--- config.mk ---
export PLATFORM = sky130hd
export DESIGN_NAME = fwd_tracker
export DESIGN_NICKNAME = d
export VERILOG_FILES = /design/src/rtl/fwd_tracker_pkg.sv /design/src/rtl/fwd_sel.sv /design/src/rtl/fwd_tracker.sv
export SDC_FILE = /design/constraint.sdc
export NUM_CORES = 1
export LEC_CHECK = 0
export BUFFER_PORTS_ARGS = -buffer_cell sky130_fd_sc_hd__clkbuf_2
export CAP_MARGIN = 20
export CORE_ASPECT_RATIO = 0.8
export CORE_MARGIN = 3
export CORE_UTILIZATION = 52
export DETAILED_ROUTE_END_ITERATION = 6
export PLACE_DENSITY_LB_ADDON = 0.15
export SETUP_SLACK_MARGIN = 0.02
export SLEW_MARGIN = 5
export SYNTH_ARGS = -nofsm -noshare
export SYNTH_HDL_FRONTEND = slang
export SYNTH_SLANG_ARGS = --single-unit
--- constraint.sdc ---
create_clock -name clk -period 4 [get_ports clk]
set_clock_uncertainty 0.05 [all_clocks]
set_input_delay 1 -clock clk [delete_from_list [all_inputs] [get_ports clk]]
set_output_delay 1 -clock clk [all_outputs]
set_load 0.03 [all_outputs]
--- src/rtl/fwd_tracker_pkg.sv ---
// Shared encodings, widths and stage-compare helper for the forwarding tracker.
package fwd_tracker_pkg;

    localparam int REG_W = 5;
    localparam int CNT_W = 16;

    localparam logic [1:0]       FWD_NONE = 2'b00;
    localparam logic [1:0]       FWD_WB   = 2'b01;
    localparam logic [1:0]       FWD_MEM  = 2'b10;
    localparam logic [REG_W-1:0] REG_ZERO = 5'd0;

    // A stage can supply a forward only if it writes a real (non-zero) register.
    function automatic logic stage_hits(input logic [REG_W-1:0] wreg,
                                        input logic             regwrite,
                                        input logic [REG_W-1:0] src);
        return regwrite && (wreg != REG_ZERO) && (wreg == src);
    endfunction

endpackage

--- src/rtl/fwd_sel.sv ---
// Per-operand forwarding select: MEM result is newer than WB, so it wins.
module fwd_sel
    import fwd_tracker_pkg::*;
(
    input  logic [REG_W-1:0] src,
    input  logic [REG_W-1:0] mem_wreg,
    input  logic             mem_regwrite,
    input  logic [REG_W-1:0] wb_wreg,
    input  logic             wb_regwrite,
    output logic [1:0]       sel
);

    always_comb begin
        // NOTE: default first so every path assigns sel and no latch is inferred.
        sel = FWD_NONE;
        if (stage_hits(mem_wreg, mem_regwrite, src)) begin
            sel = FWD_MEM;
        end else if (stage_hits(wb_wreg, wb_regwrite, src)) begin
            sel = FWD_WB;
        end
    end

endmodule

--- src/rtl/fwd_tracker.sv ---
// Tracks EX/MEM and MEM/WB destinations, drives ALU forwarding selects,
// detects load-use hazards and counts the resulting stall cycles.
module fwd_tracker
    import fwd_tracker_pkg::*;
(
    input  logic             clk,
    input  logic             rst,
    input  logic [REG_W-1:0] ex_wreg,
    input  logic             ex_regwrite,
    input  logic             ex_memread,
    input  logic [REG_W-1:0] ex_rs,
    input  logic [REG_W-1:0] ex_rt,
    input  logic [REG_W-1:0] id_rs,
    input  logic [REG_W-1:0] id_rt,
    input  logic             hold,
    input  logic             flush,
    output logic [REG_W-1:0] mem_wreg,
    output logic             mem_regwrite,
    output logic [REG_W-1:0] wb_wreg,
    output logic             wb_regwrite,
    output logic [1:0]       fwd_a,
    output logic [1:0]       fwd_b,
    output logic             load_use,
    output logic [CNT_W-1:0] stall_cnt
);

    localparam logic [CNT_W-1:0] CNT_MAX = '1;

    assign load_use = ex_memread && ex_regwrite && (ex_wreg != REG_ZERO) &&
                      ((ex_wreg == id_rs) || (ex_wreg == id_rt));

    // Priority: rst, then hold (freezes everything, flush ignored), then flush.
    always_ff @(posedge clk) begin
        // NOTE: non-blocking so wb_* samples the old mem_* on the same edge.
        if (rst) begin
            mem_wreg     <= REG_ZERO;
            mem_regwrite <= 1'b0;
            wb_wreg      <= REG_ZERO;
            wb_regwrite  <= 1'b0;
            stall_cnt    <= '0;
        end else if (!hold) begin
            if (flush) begin
                mem_wreg     <= REG_ZERO;
                mem_regwrite <= 1'b0;
            end else begin
                mem_wreg     <= ex_wreg;
                mem_regwrite <= ex_regwrite;
            end
            wb_wreg     <= mem_wreg;
            wb_regwrite <= mem_regwrite;
            if (load_use && (stall_cnt != CNT_MAX)) begin
                stall_cnt <= stall_cnt + 1'b1;
            end
        end
    end

    fwd_sel u_fwd_a (
        .src          (ex_rs),
        .mem_wreg     (mem_wreg),
        .mem_regwrite (mem_regwrite),
        .wb_wreg      (wb_wreg),
        .wb_regwrite  (wb_regwrite),
        .sel          (fwd_a)
    );

    fwd_sel u_fwd_b (
        .src          (ex_rt),
        .mem_wreg     (mem_wreg),
        .mem_regwrite (mem_regwrite),
        .wb_wreg      (wb_wreg),
        .wb_regwrite  (wb_regwrite),
        .sel          (fwd_b)
    );

endmodule

Yosys cells after proc, flatten, opt, wreduce, memory -nomap -nowiden

Cells that the tools add are included.

Mux-type cells: 6
Magnitude comparators: 0
Divide/modulo/power cells: 0
Shift operators: 0
Multipliers: 0
Equality and inequality tests: 7
Reductions and logical operators: 15
Bitwise logic cells: 1
$add $sub $neg: 1

Operators by type and width:

| cell                                           | count |
|---|---|
| equality test 5 bit                            | 6 |
| adder 16 x 1 -> 16 bit (second input constant) | 1 |
| != test 16 bit (second input constant)         | 1 |
| nonzero test 5 bit                             | 3 |
| logical AND 1 bit                              | 10 |
| two-way mux 5 bit                              | 1 |
| two-way mux 2 bit                              | 2 |
| two-way mux 1 bit                              | 3 |
| AND reduction 2 bit                            | 1 |
| logical OR 1 bit                               | 1 |
| NOT 1 bit                                      | 1 |

Memory bits (read-only): 0
Memories: 0
Input bits: 31
Output and inout port bits: 33
Word-level logic and storage cells: 35
RAM bits: 0
Bits in registers: 28
Bits in latches: 0

Logic depth before layout (Yosys ltp)

Gate-level depths: netlist (run 1).

Depth in word-level cells: 5
Gate-level depth with buffers: 8

Modules after synthesis

A second synthesis (run 1) with hierarchy kept.

Cells, all modules: 205
Area total of the unflattened synthesis: 1,799.2 um^2

By module, submodules not included:

| module      | area an instance (um^2) | sequential area each (um^2) | times used | cells each |
|---|---|---|---|---|
| fwd_tracker | 1,496.4                 | 560.5                       | 1          | 165 |
| fwd_sel     | 151.4                   | 0.0                         | 2          | 20 |

Worst setup path before layout (run 1)

Ideal clock, no wire load.

Kind: in2out
Start point: in ex_rt[4]
End point: out fwd_b[0]
Stages: 4
Path slack: 0.258 ns
Data required time: 2.950 ns
Arrival time: 2.692 ns
Path through: xnor2_1 -> nand3_1 -> nor4_1 -> nor4_1

Longest elaborated chain between the ends: 4

Ends and longest elaborated chain:

| item                  | RTL line              | text |
|---|---|---|
| from (decl)           | fwd_tracker.sv:12     | `input logic [REG_W-1:0] ex_rt,` |
| equality test 5 bit   | fwd_tracker_pkg.sv:16 | `return regwrite && (wreg != REG_ZERO) && (wreg == src);` |
| logical AND 1 bit     | fwd_tracker_pkg.sv:16 |  |
| two-way mux 1 bit     | fwd_sel.sv:18         | `end else if (stage_hits(wb_wreg, wb_regwrite, src)) begin` |
| two-way mux 2 bit (*) | fwd_sel.sv:16         | `if (stage_hits(mem_wreg, mem_regwrite, src)) begin` |
| to (decl)             | fwd_tracker.sv:22     | `output logic [1:0] fwd_b,` |

Mark *: on every way between the ends. The rest lies on a longest branch, timed or not.

Worst setup path in the final report (run 1)

Start point: in ex_wreg[1]
End point: out load_use

Longest elaborated chain between the ends: 3

Ends and longest elaborated chain:

| item                                                      | RTL line                             | text |
|---|---|---|
| from (decl)                                               | fwd_tracker.sv:8                     | `input logic [REG_W-1:0] ex_wreg,` |
| equality test 5 bit or nonzero test 5 bit (tied branches) | fwd_tracker.sv:30, fwd_tracker.sv:29 |  |
| logical OR 1 bit or logical AND 1 bit (tied branches)     | fwd_tracker.sv:30, fwd_tracker.sv:29 |  |
| logical AND 1 bit (*)                                     | fwd_tracker.sv:29                    | `assign load_use = ex_memread && ex_regwrite && (ex_wreg != REG_ZERO) &&` |
| to (decl)                                                 | fwd_tracker.sv:23                    | `output logic load_use,` |

Marks and branches as above.

==> results of run 1 <==
cell families (layout without fill, tap and decap cells):
family | after synthesis | after routing | share of synthesized area
fa+ha+maj | 1 | 1 | 0.00784
xor+xnor | 41 | 41 | 0.225
flops | 28 | 28 | 0.351
mux | 8 | 8 | 0.0517
compound gates | 16 | 16 | 0.0674
buf+inv | 9 | 69 | 0.0219
simple gates | 82 | 82 | 0.275
power groups by stage:
stage / clock network (uW) / registers [uW] / logic (uW)
2_1_floorplan: 0 / 300 / 40.2
3_3_place_gp: 0 / 295 / 77.1
3_5_place_dp: 0 / 295 / 78.4
4_1_cts: 152 / 289 / 78.5
5_1_grt: 164 / 290 / 87.5
6_report: 146 / 289 / 78.1
state kept, by name (all words and copies together), names as in the netlist:
name,cells
mem_wreg,5
stall_cnt,16
wb_regwrite,1
wb_wreg,5
mem_regwrite,1
critical path: stages:
cell	delay [ns]
clkbuf_2	0.12
xor2_1	0.16
nor3_1	0.18
a22oi_1	0.11
buf_4	0.20
a211oi_1	0.20
clkbuf_2	0.25
worst paths after layout:
path            startpoint            end  cells past startpoint
max             ex_wreg[1]       load_use                      7
min          stall_cnt[15]  stall_cnt[15]                      2
max reg2reg   stall_cnt[0]   stall_cnt[9]                      7
min reg2reg  stall_cnt[15]  stall_cnt[15]                      2
cells in the mapped netlist:
library cell   n  share of area
nand2_1        9          0.021
a21oi_1        3         0.0094
and4_1         1         0.0055
a211oi_1       1         0.0047
ha_1           1         0.0078
mux2_2         2          0.014
nor2b_1        2         0.0078
nand4_1        4          0.016
dfxtp_1       28           0.35
nand3_1        5          0.016
or4_1          5          0.024
inv_1          2         0.0047
a31o_1         1         0.0055
nand2b_1       1         0.0039
xor2_1        24           0.13
a22oi_1        6          0.028
nor4b_4        1          0.015
and3_1         1         0.0039
nor3b_1        3          0.014
a21o_1         1         0.0047
clkbuf_1       5          0.012
nor2_1        31          0.073
or3_1          1         0.0039
o21ai_0        3         0.0094
nor4_1         7          0.027
and2_1         2         0.0078
buf_2          1         0.0031
a211o_1        1         0.0055
nor4b_1        3          0.016
buf_1          1         0.0023
nand3b_1       1         0.0047
nor3_1         5          0.016
mux2i_1        6          0.038
xnor2_1       17          0.093
through the flow:
stage / instance area (um2) / util
final: 1980 / 0.695
after global routing: 1980 / 0.695
after CTS: 1980 / 0.695
after detailed placement: 1940 / 0.680
after global placement: 1940 / 0.680
after floorplan: 1600 / -
routing by layer:
metal  vias up  GRT usage  routed length (um)
li1        769          -                   -
met1       690      0.332                1780
met2        44      0.293                1650
met3         2     0.0467                 230
met4         0     0.0170                  12
met5         -          0                   0
cell type report:
class / instances / area (um2) / area share
Multi-Input combinational cell: 148 / 1000 / 0.505
Clock buffer: 3 / 41.3 / 0.0208
Inverter: 2 / 7.51 / 0.00379
Tap cell: 38 / 47.5 / 0.0240
Timing Repair Buffer: 64 / 323 / 0.163
Sequential cell: 28 / 561 / 0.283
==> out/summary.txt, run 1 <==
Core area = 0.00285 mm2
Clock root buffer master = clkbuf_8
Grt total ovfl = 0
Maximum clock frequency = 0.306 GHz
Syn nets = 217
Setup crit start kind = input port
DRT antenna net count = 0
Most frequent cells in the layout = clkbuf_2, nor2_1, dfxtp_1
DR WL/cell = 13.0 um
Leading cell type in the layout, fill and taps excluded = clkbuf_2
Clk slew on worst S/H paths = 0.08 ns
R2r setup slk = 1.56 ns
Vias in the first global route = 1,334
Internal power = 383 uW
First-pass GRT wire length = 6270 um
Fin nets = 279
Antenna fix cells = 0
H-Tree Level Count = 1
CTS tree = built
Die Wd = 68.0 um
Psw = 129 uW
Final Hold Viols = 0
Number of port buffers = 63
Status = complete, no violations
Num CTS Buffers = 3
Post-Route WL = 3670 um
Max IR drop VDD = 0.000156 V
Sequential fraction of design power = 0.563
Hold Path Class = flip-flop to flip-flop
Post-CTS sizing = 0
Register area share after synthesis = 0.351
Lkg Pwr = 0.000888 uW
Max-Cap Viols = 0
Clock Power Share = 0.284
Power after layout = 512 uW
Final setup fails = 0
DP HPWL = 2940 um
Placed cell count = 280
Routed via count = 1,505
Synth-to-Final Area Change = 24.1%
Hold buffers post-CTS = 0
Filler instances = 248
Initial antenna violation count = 0
CP Data Required Time = 2.95 ns
Synthesized flop and latch total = 28
DRC viols = 0
Pre-CTS setup slack = 0.746 ns
Largest net degree at the start of global routing = 32
Syn Inst Count = 185
Syn Std Cell Area = 0.00160 mm2
Final min period = 3.27 ns
Tot GR Track Use = 0.208
Clock Latency Late Sink = 0.26 ns
Ratio of cells with drive above 1 in the final layout = 0.286
Die span in y = 55.6 um
Clock sink count = 28
GPL Wtd Cong = 0.939
Starting Density = 0.560
Post-CTS setup buffers = 0
Sw Share = 0.252
Row count = 17
Setup TNS = 0 ns
Iter 0 DRT Violations = 103
Period utilisation layout = 0.817
Io pins = 64
Final Non-Filler Cells = 283
Total of warnings raised by yosys = 0
PwrDens = 259 mW/mm2
RSZ-0062 raised after global routing = no
Post-synth cell types = 34
Via/cell ratio = 5.32
Die area = 0.00378 mm2
Critical Path Sink Type = output pin
Worst slew pin tran = 0.577 ns
Avg Cell Area, Syn = 8.63 um2
Crit path arrival time = 2.22 ns
Slew Viols, Final = 0
Max Root-Sink Buffers = 2
Critical path class = input port to output pin
Crit Path Max Fanout = 14
Setup WS post-layout = 0.730 ns
DR pass1 iterations = 4
Min Hold Slack = 0.468 ns
Slew headroom = 0.615
Combinational power share = 0.153
Power figures use the tool's default switching activity.
==> inputs of run 2 (changes only) <==
- CORE_UTILIZATION: 52 -> 43
- clock period: 4 -> 2.9 ns (I/O delays scaled with it)
==> run 2 against run 1 <==
Largest power group unchanged. Via count up 0.73%. Core utilization down 9.6 points. Hold slack better by 0.0033 ns. Largest cell class unchanged. Non-clock buffer count up 7. Total power up 48%. Count of clock-buffer cells in the layout up 1. Clock power up 65%. Combinational power up 55%. Highest routed layer unchanged. Wire length up 6.7%. Critical path depth down 2.
==> out/summary.txt, run 2 (synthesis results as in run 1) <==
CP Data Required Time = 2.12 ns (-0.83 ns)
DP HPWL = 3110 um (+5.8%)
Largest net degree at the start of global routing = 32 (unchanged)
CP max stage delay = 0.61 ns (+0.36 ns)
Setup WS post-layout = 0.122 ns (-0.608 ns)
Core area = 0.00349 mm2 (+23%)
Number of port buffers = 63 (unchanged)
Die Wd = 74.1 um (+9.1%)
Die span in y = 60.5 um (+8.9%)
DRT antenna net count = 0 (unchanged)
RSZ-0062 raised after global routing = no
Tot GR Track Use = 0.184 (-0.0241)
Delay-heaviest family, CP = simple AND/OR/NAND/NOR gates
PwrDens = 362 mW/mm2 (+40%)
Num CTS Buffers = 3 (unchanged)
Crit path launch = wb_wreg[1]
Max Root-Sink Buffers = 2 (unchanged)
Sequential fraction of design power = 0.521 (-0.042)
Register area = 561 um2 (unchanged)
H-Tree Level Count = 1 (unchanged)
Row count = 19 (+2)
Clock root buffer master = clkbuf_8
Via/cell ratio = 5.14 (-3.4%)
DR WL/cell = 13.3 um (+2.3%)
Starting Density = 0.457 (-0.103)
Psw = 195 uW (+51%)
Fin nets = 286 (+2.5%)
Max IR drop VDD = 0.000313 V (+100%)
Most frequent cells in the layout = clkbuf_2, nor2_1, dfxtp_1
Final Hold Viols = 0 (unchanged)
Crit path arrival time = 2.00 ns (-0.22 ns)
Slew headroom = 0.584 (-0.0315)
Final setup fails = 0 (unchanged)
Synth-to-Final Area Change = 31.2%
Max-Cap Viols = 0 (unchanged)
Period utilisation layout = 0.958
Origin of the critical flop-to-flop path = stall_cnt[0]
Clk slew on worst S/H paths = 0.09 ns (about the same)
Maximum clock frequency = 0.360 GHz
Io pins = 64 (unchanged)
Max reg flops = 16 (unchanged)
Post-Route WL = 3910 um (+6.7%)
GPL Wtd Cong = 0.851 (-9.4%)
Reg with most FFs = stall_cnt
Iter 0 DRT Violations = 63 (-39%)
Buffers & Inverters on Critical Path = 1 (-2)
Sw Share = 0.257 (+0.00479)
Hold buffers post-CTS = 0 (unchanged)
First-pass GRT wire length = 6490 um (+3.5%)
Final core utilization = 0.599 (-0.0956)
Leading cell type in the layout, fill and taps excluded = clkbuf_2
Critical path cell sequence = or4_1, o21ai_0, or4_1, nor4_4, clkbuf_2
Status = complete, no violations
Critical path class = flip-flop to output pin
Clock Latency Late Sink = 0.27 ns (about the same)
Crit-path most repeated cell = or4_1
Critical Path Sink Type = output pin
Hold Path Class = flip-flop to flip-flop
DR pass1 iterations = 4 (unchanged)
Setup crit start kind = flip-flop
Vias in the first global route = 1,386 (+3.9%)
Grt total ovfl = 0 (unchanged)
Ratio of cells with drive above 1 in the final layout = 0.332 (+0.0463)
Setup TNS = 0 ns (unchanged)
Die area = 0.00448 mm2 (+19%)
Post-CTS setup buffers = 0 (unchanged)
Internal power = 562 uW (+47%)
Antenna fix cells = 0 (unchanged)
Lkg Pwr = 0.000933 uW (+5.1%)
Combinational power share = 0.160 (+0.007)
Crit Path Max Fanout = 5 (-9)
Slowest-stage cell, CP = or4_1
Top flop regs = stall_cnt (16), mem_wreg (5), wb_wreg (5)
Multi-input gate area = 0.00104 mm2 (+4.2%)
Worst slew pin tran = 0.624 ns (+0.0473 ns)
Initial antenna violation count = 0 (unchanged)
Routed via count = 1,516 (+0.73%)
Post-CTS sizing = 1 (+1)
Filler instances = 325 (+31%)
Hold_sp = stall_cnt[15]
Pre-CTS setup slack = 0.173 ns (-0.573 ns)
Clock sink count = 28 (unchanged)
Slew Viols, Final = 0 (unchanged)
DRC viols = 0 (unchanged)
CTS tree = built
Final min period = 2.78 ns
Clock Power Share = 0.319 (+0.035)
[run 2: final cells by class]
class	instances	area share
Inverter	2	0.00358
Tap cell	42	0.0251
Clock buffer	4	0.0263
Sequential cell	28	0.268
Multi-Input combinational cell	148	0.498
Timing Repair Buffer	71	0.179
[run 2: power by group through the flow]
stage	clock (uW)	combinational (uW)	sequential (uW)
after floorplan	0	58.9	414
after global placement	0	121	403
after detailed placement	0	122	403
after CTS	244	122	394
after global routing	261	134	395
final	241	121	394
[run 2: tightest hold or removal path: stages, from the launching register on]
cell and delay, ns:
dfxtp_1 0.35, nand3b_1 0.09, nand2_1 0.04
[run 2: per-stage QoR]
step	hold WS [ns]	std cells	cell area (um2)	power (uW)
floorplan	0.576	185	1640	473
global placement	0.455	291	2040	524
detailed placement	0.457	291	2040	525
CTS	0.473	295	2090	761
global route	0.498	295	2090	791
finish	0.472	295	2090	757
[run 2: path summary, 6_finish.rpt]
check                                     end  slack, ns  cells after the start
worst min register to register  stall_cnt[15]       0.47                      2
worst min-delay path            stall_cnt[15]       0.47                      2
worst max register to register   stall_cnt[9]       0.65                      7
worst max-delay path                 fwd_a[0]       0.12                      5
[run 2: per-layer routing]
metal	routed length (um)	vias to the layer above	GRT usage
li1	-	778	-
met1	1950	682	0.264
met2	1700	50	0.293
met3	227	6	0.0348
met4	36	0	0.0310
met5	0	-	0
